$ cat config.mk
export PLATFORM = sky130hd
export DESIGN_NAME = toy_run_ctrl_flat
export DESIGN_NICKNAME = d
export VERILOG_FILES = /design/src/rtl/toy_run_ctrl_if.sv /design/src/rtl/toy_run_ctrl.sv /design/src/flat_wrapper.sv
export SDC_FILE = /design/constraint.sdc
export NUM_CORES = 1
export LEC_CHECK = 0
export CAP_MARGIN = 10
export CORE_MARGIN = 2
export CORE_UTILIZATION = 44
export DETAILED_ROUTE_END_ITERATION = 10
export PLACE_DENSITY = 0.76
export SYNTH_ARGS = -nofsm -noshare
export SYNTH_HDL_FRONTEND = slang
export SYNTH_SLANG_ARGS = --single-unit
$ cat constraint.sdc
create_clock -name clk -period 2.3 [get_ports clk]
set_clock_uncertainty 0.1 [all_clocks]
set_input_delay 0.69 -clock clk [delete_from_list [all_inputs] [get_ports clk]]
set_output_delay 0.69 -clock clk [all_outputs]
set_load 0.005 [all_outputs]
$ cat src/rtl/toy_run_ctrl_if.sv
// toy_run_ctrl_if: control, breakpoint and status bundle between toy_run_ctrl and the board/bench.
// pc_hist exists only when TOY_RUN_CTRL_PCLOG_EN is defined.
interface toy_run_ctrl_if #(parameter int PC_W = 12, parameter int CNT_W = 32);
  logic start;
  logic step_mode;
  logic step;
  logic halt_req;
  logic bp_en;
  logic [PC_W-1:0] bp_addr;
  logic [PC_W-1:0] pc_in;
  logic halted_in;
  logic cpu_reset;
  logic cpu_en;
  logic [2:0] state;
  logic [CNT_W-1:0] cycle_cnt;
  logic bp_hit;
  logic done;
`ifdef TOY_RUN_CTRL_PCLOG_EN
  logic [4*PC_W-1:0] pc_hist;
`endif
  modport master (
    output start, step_mode, step, halt_req, bp_en, bp_addr, pc_in, halted_in,
    input cpu_reset, cpu_en, state, cycle_cnt, bp_hit, done
`ifdef TOY_RUN_CTRL_PCLOG_EN
    , input pc_hist
`endif
  );
  modport slave (
    input start, step_mode, step, halt_req, bp_en, bp_addr, pc_in, halted_in,
    output cpu_reset, cpu_en, state, cycle_cnt, bp_hit, done
`ifdef TOY_RUN_CTRL_PCLOG_EN
    , output pc_hist
`endif
  );
endinterface

$ cat src/rtl/toy_run_ctrl.sv
// toy_run_ctrl: reset sequencing, run/step/breakpoint/halt control and cycle counting for the Toy CPU.
// Defining TOY_RUN_CTRL_PCLOG_EN adds a 4-deep log of executed PCs on pc_hist.
module toy_run_ctrl #(
  parameter int PC_W       = 12,
  parameter int RST_CYCLES = 2,
  parameter int CNT_W      = 32
) (
  input logic clk,
  input logic reset,
  toy_run_ctrl_if.slave bus
);
  typedef enum logic [2:0] {
    S_IDLE  = 3'd0,
    S_RESET = 3'd1,
    S_RUN   = 3'd2,
    S_STEP  = 3'd3,
    S_PAUSE = 3'd4,
    S_HALT  = 3'd5
  } state_t;
  state_t state_q, state_d;
  logic [7:0] rcnt_q, rcnt_d;
  logic [CNT_W-1:0] cnt_q, cnt_d;
  logic bp_skip_q, bp_skip_d;
  logic bp_hit_q, bp_hit_d;
  logic cpu_reset_q, done_q;
  logic bp_stop, launch, en;
  // bp_skip lets a resume from a breakpoint execute the instruction it stopped on
  assign bp_stop = bus.bp_en && (bus.pc_in == bus.bp_addr) && !bp_skip_q;
  assign en = (state_q == S_STEP) || (state_q == S_RUN && !bp_stop);
  always_comb begin
    state_d = state_q;
    rcnt_d = rcnt_q;
    bp_skip_d = 1'b0;
    bp_hit_d = 1'b0;
    launch = 1'b0;
    case (state_q)
      S_IDLE, S_HALT: if (bus.start) begin
        state_d = S_RESET;
        rcnt_d = 8'(RST_CYCLES - 1);
        launch = 1'b1;
      end
      S_RESET: if (rcnt_q == 8'd0) state_d = bus.step_mode ? S_PAUSE : S_RUN;
               else rcnt_d = rcnt_q - 8'd1;
      S_RUN: if (bus.halted_in) state_d = S_HALT;
             else if (bus.halt_req) state_d = S_PAUSE;
             else if (bp_stop) begin
               state_d = S_PAUSE;
               bp_hit_d = 1'b1;
             end
      S_STEP: state_d = bus.halted_in ? S_HALT : S_PAUSE;
      S_PAUSE: if (bus.step) state_d = S_STEP;
               else if (bus.start) begin
                 state_d = S_RUN;
                 bp_skip_d = 1'b1;
               end
      default: state_d = S_IDLE;
    endcase
    cnt_d = launch ? '0 : (en && !(&cnt_q)) ? cnt_q + CNT_W'(1) : cnt_q;
  end
  always_ff @(posedge clk) begin
    if (!reset) begin
      state_q <= S_IDLE;
      rcnt_q <= '0;
      cnt_q <= '0;
      bp_skip_q <= 1'b0;
      bp_hit_q <= 1'b0;
      cpu_reset_q <= 1'b1;
      done_q <= 1'b0;
    end else begin
      state_q <= state_d;
      rcnt_q <= rcnt_d;
      cnt_q <= cnt_d;
      bp_skip_q <= bp_skip_d;
      bp_hit_q <= bp_hit_d;
      cpu_reset_q <= (state_d == S_IDLE) || (state_d == S_RESET);
      done_q <= (state_d == S_HALT);
    end
  end
  assign bus.cpu_reset = cpu_reset_q;
  assign bus.cpu_en = en;
  assign bus.state = state_q;
  assign bus.cycle_cnt = cnt_q;
  assign bus.bp_hit = bp_hit_q;
  assign bus.done = done_q;
`ifdef TOY_RUN_CTRL_PCLOG_EN
  logic [4*PC_W-1:0] hist_q, hist_d;
  always_comb hist_d = launch ? '0 : en ? {hist_q[3*PC_W-1:0], bus.pc_in} : hist_q;
  always_ff @(posedge clk) begin
    if (!reset) hist_q <= '0;
    else hist_q <= hist_d;
  end
  assign bus.pc_hist = hist_q;
`endif
endmodule

$ cat src/flat_wrapper.sv
// flat-port wrapper written by rule: the top's interface ports become plain ports
module toy_run_ctrl_flat 
#(
  parameter int PC_W       = 12,
  parameter int RST_CYCLES = 2,
  parameter int CNT_W      = 32
)
  (clk, reset, bus_start, bus_step_mode, bus_step, bus_halt_req, bus_bp_en, bus_bp_addr, bus_pc_in, bus_halted_in, bus_cpu_reset, bus_cpu_en, bus_state, bus_cycle_cnt, bus_bp_hit, bus_done);
  toy_run_ctrl_if #(.PC_W(PC_W), .CNT_W(CNT_W)) bus_i ();
  input logic clk;
  input logic reset;
  input wire logic [$bits(bus_i.start)-1:0] bus_start;
  input wire logic [$bits(bus_i.step_mode)-1:0] bus_step_mode;
  input wire logic [$bits(bus_i.step)-1:0] bus_step;
  input wire logic [$bits(bus_i.halt_req)-1:0] bus_halt_req;
  input wire logic [$bits(bus_i.bp_en)-1:0] bus_bp_en;
  input wire logic [$bits(bus_i.bp_addr)-1:0] bus_bp_addr;
  input wire logic [$bits(bus_i.pc_in)-1:0] bus_pc_in;
  input wire logic [$bits(bus_i.halted_in)-1:0] bus_halted_in;
  output wire logic [$bits(bus_i.cpu_reset)-1:0] bus_cpu_reset;
  output wire logic [$bits(bus_i.cpu_en)-1:0] bus_cpu_en;
  output wire logic [$bits(bus_i.state)-1:0] bus_state;
  output wire logic [$bits(bus_i.cycle_cnt)-1:0] bus_cycle_cnt;
  output wire logic [$bits(bus_i.bp_hit)-1:0] bus_bp_hit;
  output wire logic [$bits(bus_i.done)-1:0] bus_done;
  assign bus_i.start = bus_start;
  assign bus_i.step_mode = bus_step_mode;
  assign bus_i.step = bus_step;
  assign bus_i.halt_req = bus_halt_req;
  assign bus_i.bp_en = bus_bp_en;
  assign bus_i.bp_addr = bus_bp_addr;
  assign bus_i.pc_in = bus_pc_in;
  assign bus_i.halted_in = bus_halted_in;
  assign bus_cpu_reset = bus_i.cpu_reset;
  assign bus_cpu_en = bus_i.cpu_en;
  assign bus_state = bus_i.state;
  assign bus_cycle_cnt = bus_i.cycle_cnt;
  assign bus_bp_hit = bus_i.bp_hit;
  assign bus_done = bus_i.done;
  toy_run_ctrl #(.PC_W(PC_W), .RST_CYCLES(RST_CYCLES), .CNT_W(CNT_W)) u_core (.clk(clk), .reset(reset), .bus(bus_i));
endmodule
==> results of run 1 <==
-- worst reg2reg max path, cell delays in order, from the launching register on --
cell	delay (ps)
dfxtp_1	470
nand4_4	190
nor4b_4	330
buf_4	190
and3_1	180
nand3_1	110
or4_1	490
nand2_1	70
-- final cells by class --
type	instances	share of cell area (%)
multi-input combinational	252	43.8
timing repair buffer	117	26.7
sequential	47	24.0
tap	72	2.30
clock buffer	6	2.11
inverter	9	0.862
clock inverter	1	0.128
-- synthesized netlist by cell type (all sizes together) (3+ instances only) --
master	count
xor2	17
nand4	11
and2	5
o21ai	17
or4	7
or3	17
nand3	18
a21oi	25
buf	8
nand2	34
clkbuf	5
and3	6
o31ai	4
inv	9
dfxtp	47
nor3	9
nor4	6
nand2b	5
a31oi	6
mux2i	3
a41o	4
nor2	23
nor2b	5
and4	8
-- how the worst min path moves through the flow --
stage,from,slack (ps),depth (start not counted),endpoint
floorplan,u_core.rcnt_q[4],350,2,u_core.rcnt_q[4]
global placement,u_core.rcnt_q[4],360,2,u_core.rcnt_q[4]
detailed placement,u_core.rcnt_q[4],360,2,u_core.rcnt_q[4]
CTS,u_core.rcnt_q[4],380,2,u_core.rcnt_q[4]
global route,u_core.rcnt_q[4],430,2,u_core.rcnt_q[4]
finish,u_core.rcnt_q[4],380,2,u_core.rcnt_q[4]
-- per-stage QoR --
stage	power [mW]	hold WS [ps]	setup slack, ps	TNS, ps
after global routing	2.86	431	-326	-330
final	2.70	380	-242	-242
after CTS	2.66	379	-246	-256
after detailed placement	1.96	362	-966	-16720
after floorplan	1.55	347	-71.0	-114
after global placement	1.94	360	-919	-14300
-- cells by family (layout without fill, tap and decap cells) --
kind of cell / after synthesis / after routing
flops: 47 / 47
xor+xnor: 19 / 19
simple gates: 160 / 161
buf+inv: 22 / 133
mux: 3 / 3
compound gates: 67 / 67
fa+ha+maj: 2 / 2
-- per-layer routing --
layer,GRT usage [%],vias to the layer above,share of wire [%]
met5,0,-,0
met4,7.80,0,1.9
met2,42.9,68,50
met1,32.1,1373,45
li1,-,1404,-
met3,3.82,15,3.4
-- what timing repair did --
| item | in CTS | in global routing |
|---|---|---|
| gates cloned | 4 | 0 |
| setup buffers | 19 | 4 |
| pin swaps | 33 | 17 |
| hold buffers | 0 | 0 |
| gates resized for setup | 108 | 28 |
| endpoints found under the setup margin | 29 | 34 |
-- where the power goes --
group          internal (mW)  total [mW]  switching, mW
Combinational          0.616        1.22          0.608
Clock                  0.237       0.517          0.280
Sequential             0.891       0.960         0.0690
Total                   1.74        2.70          0.957
-- sequential cells by signal, indices dropped and copies added (netlist names) --
| register | cells |
|---|---|
| u_core.bp_skip_q | 1 |
| u_core.bus.bp_hit | 1 |
| u_core.bus.cpu_reset | 1 |
| u_core.bus.cycle_cnt | 32 |
| u_core.bus.done | 1 |
| u_core.bus.state | 3 |
| u_core.rcnt_q | 8 |
==> out/qor.log, run 1 <==
INFO  outcome        outcome=finished with violations
INFO  outcome        violations=setup timing
INFO  layout         finish.utilization=70.3%
INFO  timing         timing.final.max_slew_violations=0
INFO  worst_setup_path worstPathCellList=buf_6, xor2_1, nor4_2, nand4_1, nand2_2, inv_2, buf_2
INFO  power_and_ir_drop cellLeakagePower=1.55nW
INFO  logic_synthesis synth_area=2580squm
INFO  timing         final_hold_viol_count=0
INFO  grt            final_global_route_overflow_total=0
INFO  floorplan      die_height=80.6um
INFO  layout         mostFrequentLayoutCell=dfxtp_1
INFO  logic_synthesis synth-seq-cells=47
INFO  logic_synthesis synth_simple_gate_area_share=35.4%
INFO  placed_design  placement.cell_area=3580squm
INFO  cts            clock_tree.htree_level_count=2
INFO  cts            cts_tree=done
INFO  floorplan      fp.dieW=80.6um
INFO  logic_synthesis synth_top_area_share=36.4%
INFO  logic_synthesis syn-num-nets=354
INFO  worst_setup_path ff2ff_setup_slack=110ps
INFO  timing         maxSlewHeadroom=55.3%
INFO  timing         setup_ws=-242ps
INFO  logic_synthesis synth_area_leaders=dfxtp_1, xor2_1, nand2_1
INFO  logic_synthesis yosys.cell_types.count=43
INFO  cts            cts.clk_slew.worst_paths=100ps
INFO  floorplan      initial_utilization=46.4%
INFO  timing         layout_worst_path_cycle_share=111%
INFO  layout         flow.area_growth_from_synthesis=51.7%
INFO  worst_setup_path critical_path_buf_inv_count=3
INFO  logic_synthesis asyncSetResetFlopFracSynth=0%
INFO  drt            vias_per_cell=5.67
INFO  power_and_ir_drop cellPowerDensity=689nW/um^2
INFO  floorplan      coreArea=5570squm
INFO  cts            cts-root-buf=clkbuf_8
INFO  drt            wirelength=7640um
INFO  logic_synthesis synth_enable_flop_cells=0
INFO  placed_design  placed_cells=480
INFO  timing         max_frequency=393MHz
INFO  logic_synthesis most_common_flop_cell_mapped_by_yosys=dfxtp_1
INFO  layout         area.sequential=942squm
INFO  cts            cts.path.max_buffers=2
INFO  grt            groute.usage.overall=25.0%
INFO  worst_setup_path worst_path_largest_cell_delay=340ps
INFO  timing         final.min_clock_period=2540ps
INFO  worst_setup_path worst-r2r-cell-count=7
INFO  cts            clock_insertion_delay_worst_skew=310ps
INFO  logic_synthesis synth.area.mux_share=1.16%
INFO  worst_setup_path worst_r2r_startpoint=u_core.bus.cycle_cnt[4]
INFO  logic_synthesis synth_xor_area_share=6.44%
INFO  timing         unrepaired_setup_endpoints_after_global_routing=true
INFO  worst_setup_path cpMaxStageDelayCell=nor4_2
INFO  drt            dr.first_iter.drc_count=203
INFO  grt            grt_max_degree=14
INFO  min_path       hold_path_class=reg -> reg
INFO  worst_setup_path setup.worst_path.class=in -> out
INFO  flow_run       max-cap-violations=0
INFO  worst_setup_path max_fanout_on_critical_path=3
INFO  logic_synthesis share_of_the_synthesized_area_in_compound_gates_ao_oa_aoi_oai=16.0%
INFO  cts            cts_buf_count=5
INFO  worst_setup_path timing.critical_path.depth=7
INFO  worst_setup_path critical_path.startpoint_type=input pin
INFO  worst_setup_path worstSetupEndpoint=bus_cpu_en
INFO  drt            drc=0
INFO  worst_setup_path worst-endpoint-arrival=1750ps
INFO  layout         most-common-layout-cells=dfxtp_1, clkdlybuf4s50_1, buf_4
INFO  drt            routedWlPerCell=15.2um
INFO  logic_synthesis synth.avg_cell_area=8.07squm
INFO  timing         tightestPinTransition=664ps
INFO  logic_synthesis ys.warnings.count=0
INFO  placed_design  place.gp.congestion=0.893
INFO  layout         fillerInstances=446
INFO  layout         multi_input_gate_area_in_the_final_layout=1720squm
INFO  logic_synthesis post_synth_fa_ha_maj_area_fraction=0.969%
INFO  placed_design  port-buffer-count=70
INFO  grt            grt_pass1_wl=12,700um
INFO  drt            detailedRoute.firstPassIterationCount=4
INFO  logic_synthesis synth.largest_area_cell=dfxtp_1
INFO  drt            num_vias=2,860
INFO  layout         final_design_area_no_fill=3920squm
INFO  worst_setup_path cpLargestDelayFamily=simple AND/OR/NAND/NOR gates
INFO  cts            clock_sinks=47
INFO  worst_setup_path worst_ep_required_time=1510ps
INFO  grt            antenna_found_initial=0
INFO  worst_setup_path r2r-end=u_core.bus.cycle_cnt[22]
INFO  floorplan      floorplan.die_area=6500squm
INFO  power_and_ir_drop peakVddDrop=0.579mV
INFO  layout         num_antenna_cells=0
INFO  drt            drtAntennaViolNets=0
INFO  grt            vias_in_the_first_global_route=2,643
INFO  logic_synthesis instance_count_of_the_mapped_netlist=320
INFO  logic_synthesis synth_seq_area_share=36.4%
INFO  floorplan      pin_count=71
INFO  worst_setup_path timing.critical_path.to_type=primary output
INFO  layout         post_route_insts_no_fill=504
INFO  logic_synthesis synth_top_family_by_area=simple AND/OR/NAND/NOR gates
INFO  layout         fin_nets=466
INFO  worst_setup_path timing.critical_path.from=bus_pc_in[5]
INFO  floorplan      rows=27
INFO  layout         layout-drive-gt1-share=27.1%
INFO  placed_design  place_hpwl=5210um
INFO  timing         timing.final.setup_violations=1
Power figures use the tool's default switching activity.
==> inputs of run 2 (changes only) <==
- CORE_MARGIN: 2 -> 1
==> run 2 against run 1 <==
The flow still finishes with violations (setup timing). Setup slack worse by 41 ps. Critical path depth did not move. Count of clock-buffer cells in the layout grew 1. Register-to-register slack gained 20 ps. Flip-flop and latch count stayed put. Critical endpoint unchanged. Largest cell class unchanged. Highest routed layer unchanged.
==> out/qor.log, run 2 (synthesized netlist as in run 1, its figures left out) <==
INFO  outcome        outcome=finished with violations
INFO  grt            grt_max_degree=14
INFO  power_and_ir_drop switching_share=34.8%
INFO  drt            drtAntennaViolNets=0
INFO  grt            grt_pass1_wl=12,400um
INFO  floorplan      coreArea=5570squm
INFO  timing         final.min_clock_period=2580ps
INFO  worst_setup_path worst_path_largest_cell_delay=320ps
INFO  power_and_ir_drop peakVddDrop=0.527mV
INFO  layout         layout-drive-gt1-share=26.0%
INFO  worst_setup_path worst_r2r_startpoint=u_core.bus.cycle_cnt[19]
INFO  worst_setup_path timing.critical_path.from=bus_pc_in[9]
INFO  cts            cts_buf_count=5
INFO  worst_setup_path cpMaxStageDelayCell=nor4_2
INFO  placed_design  place.gp.congestion=0.826
INFO  floorplan      floorplan.die_area=6180squm
INFO  cts            cts.path.max_buffers=2
INFO  flow_run       max-cap-violations=0
INFO  timing         setup_ws=-283ps
INFO  floorplan      die_height=78.6um
INFO  grt            grt.busiest_layer=met2
INFO  timing         layout_worst_path_cycle_share=112%
INFO  layout         largest_register_ffs=32
INFO  drt            detailedRoute.firstPassIterationCount=4
INFO  worst_setup_path worstPathCellList=buf_6, xor2_2, nor4_2, nand4_1, nand2_2, inv_2, buf_2
INFO  layout         finish.utilization=70.2%
INFO  timing         final_hold_viol_count=0
INFO  cts            cts-root-buf=clkbuf_8
INFO  grt            grtUsageMet3=4.42%
INFO  timing         tightestPinTransition=736ps
INFO  grt            antenna_found_initial=0
INFO  power_and_ir_drop pwr-share-clk=18.1%
INFO  worst_setup_path max_fanout_on_critical_path=2
INFO  worst_setup_path setup.worst_path.class=in -> out
INFO  drt            routedWlPerCell=15.4um
INFO  cts            clock_sinks=47
INFO  layout         most-common-layout-cells=dfxtp_1, clkdlybuf4s50_1, buf_4
INFO  timing         max_frequency=387MHz
INFO  layout         num_antenna_cells=0
INFO  min_path       min_from=u_core.bus.cycle_cnt[30]
INFO  worst_setup_path critical_path.startpoint_type=input pin
INFO  drt            wirelength=7790um
INFO  power_and_ir_drop power.share.combinational=46.4%
INFO  layout         mostFrequentLayoutCell=dfxtp_1
INFO  grt            use_met2=44.1%
INFO  cts            hold_fix_buffers_at_cts=0
INFO  floorplan      rows=27
INFO  placed_design  placement.cell_area=3620squm
INFO  placed_design  place_hpwl=5340um
INFO  floorplan      initial_utilization=46.4%
INFO  timing         timing.final.setup_violations=2
INFO  placed_design  port-buffer-count=70
INFO  power_and_ir_drop cellLeakagePower=1.55nW
INFO  drt            vias_per_cell=5.70
INFO  floorplan      pin_count=71
INFO  floorplan      fp.dieW=78.6um
INFO  min_path       hold_path_class=reg -> reg
INFO  timing         timing.final.max_slew_violations=0
INFO  cts            clock_tree.htree_level_count=2
INFO  timing         unrepaired_setup_endpoints_after_global_routing=true
INFO  power_and_ir_drop power_report.internal_total=1.76mW
INFO  timing         fin_setup_tns=-439ps
INFO  cts            cts_tree=done
INFO  grt            met1_usage=31.0%
INFO  drt            num_vias=2,885
INFO  layout         flow.area_growth_from_synthesis=51.5%
INFO  cts            cts.clk_slew.worst_paths=80ps
INFO  power_and_ir_drop cellPowerDensity=689nW/um^2
INFO  drt            dr.first_iter.drc_count=195
INFO  power_and_ir_drop total_switching_power=939uW
INFO  timing         maxSlewHeadroom=50.3%
INFO  worst_setup_path worst_ep_required_time=1510ps
INFO  grt            groute.usage.overall=25.4%
INFO  outcome        violations=setup timing
INFO  drt            drc=0
INFO  layout         final_design_area_no_fill=3920squm
INFO  layout         fillerInstances=442
INFO  cts            clock_insertion_delay_worst_skew=300ps
INFO  grt            final_global_route_overflow_total=0
INFO  grt            vias_in_the_first_global_route=2,610
INFO  worst_setup_path worst-endpoint-arrival=1790ps
INFO  worst_setup_path timing.critical_path.to_type=primary output
INFO  layout         fin_nets=467
INFO  power_and_ir_drop pwr-share-seq=35.4%
[run 2: changes by cell type in the layout (fill, tap and decap cells not counted), sizes merged]
cell    delta
bufbuf     +1
buf        +3
clkbuf     -1
or3        -1
[run 2: per-layer routing]
layer  routed length [um]  share of wire, %
met1                 3290                42
met2                 3980                51
met3                  360               4.6
met4                  157               2.0
met5                    0                 0
[run 2: repair_timing]
action                                  CTS  global route
endpoints found under the setup margin   25            29
cloned                                    3             0
gates resized for setup                 115            19
setup buffers                            25             1
pin swaps                                32             7
[run 2: critical path: cells and delay by family]
| kind | cells | cell delay, ps |
|---|---|---|
| xor gates and xnor gates | 1 | 170 |
| buffers and inverters | 3 | 260 |
| and+or+nand+nor | 3 | 660 |
[run 2: per-stage QoR]
step | setup slack [ps] | std cells | power [mW] | hold slack [ps]
floorplan | -71.0 | 320 | 1.55 | 347
global placement | -909 | 483 | 1.94 | 357
detailed placement | -964 | 483 | 1.98 | 386
CTS | -260 | 507 | 2.65 | 398
global route | -351 | 506 | 2.85 | 432
finish | -283 | 506 | 2.70 | 407
[run 2: final cells by class]
type	count	area [sq um]	share of cell area [%]
clock buffers	7	76.3	1.95
inverters	9	33.8	0.863
multi-input cells	251	1690	43.0
clock inverters	1	5.00	0.128
flip-flops and latches	47	943	24.1
repair buffers	119	1080	27.6
well taps	72	90.1	2.30
[run 2: worst paths after layout]
path	endpoint	slack [ps]	cells past startpoint
max reg2reg	u_core.bus.cycle_cnt[22]	130	8
max	bus_cpu_en	-280	7
min	u_core.bus.cycle_cnt[30]	410	2
min reg2reg	u_core.bus.cycle_cnt[30]	410	2
[run 2: power by group through the flow]
stage	logic, mW	registers (mW)	clock network [mW]
4_1_cts	1.20	0.955	0.495
3_5_place_dp	1.01	0.972	0
5_1_grt	1.35	0.967	0.533
6_report	1.25	0.957	0.490
2_1_floorplan	0.584	0.964	0
3_3_place_gp	0.977	0.967	0
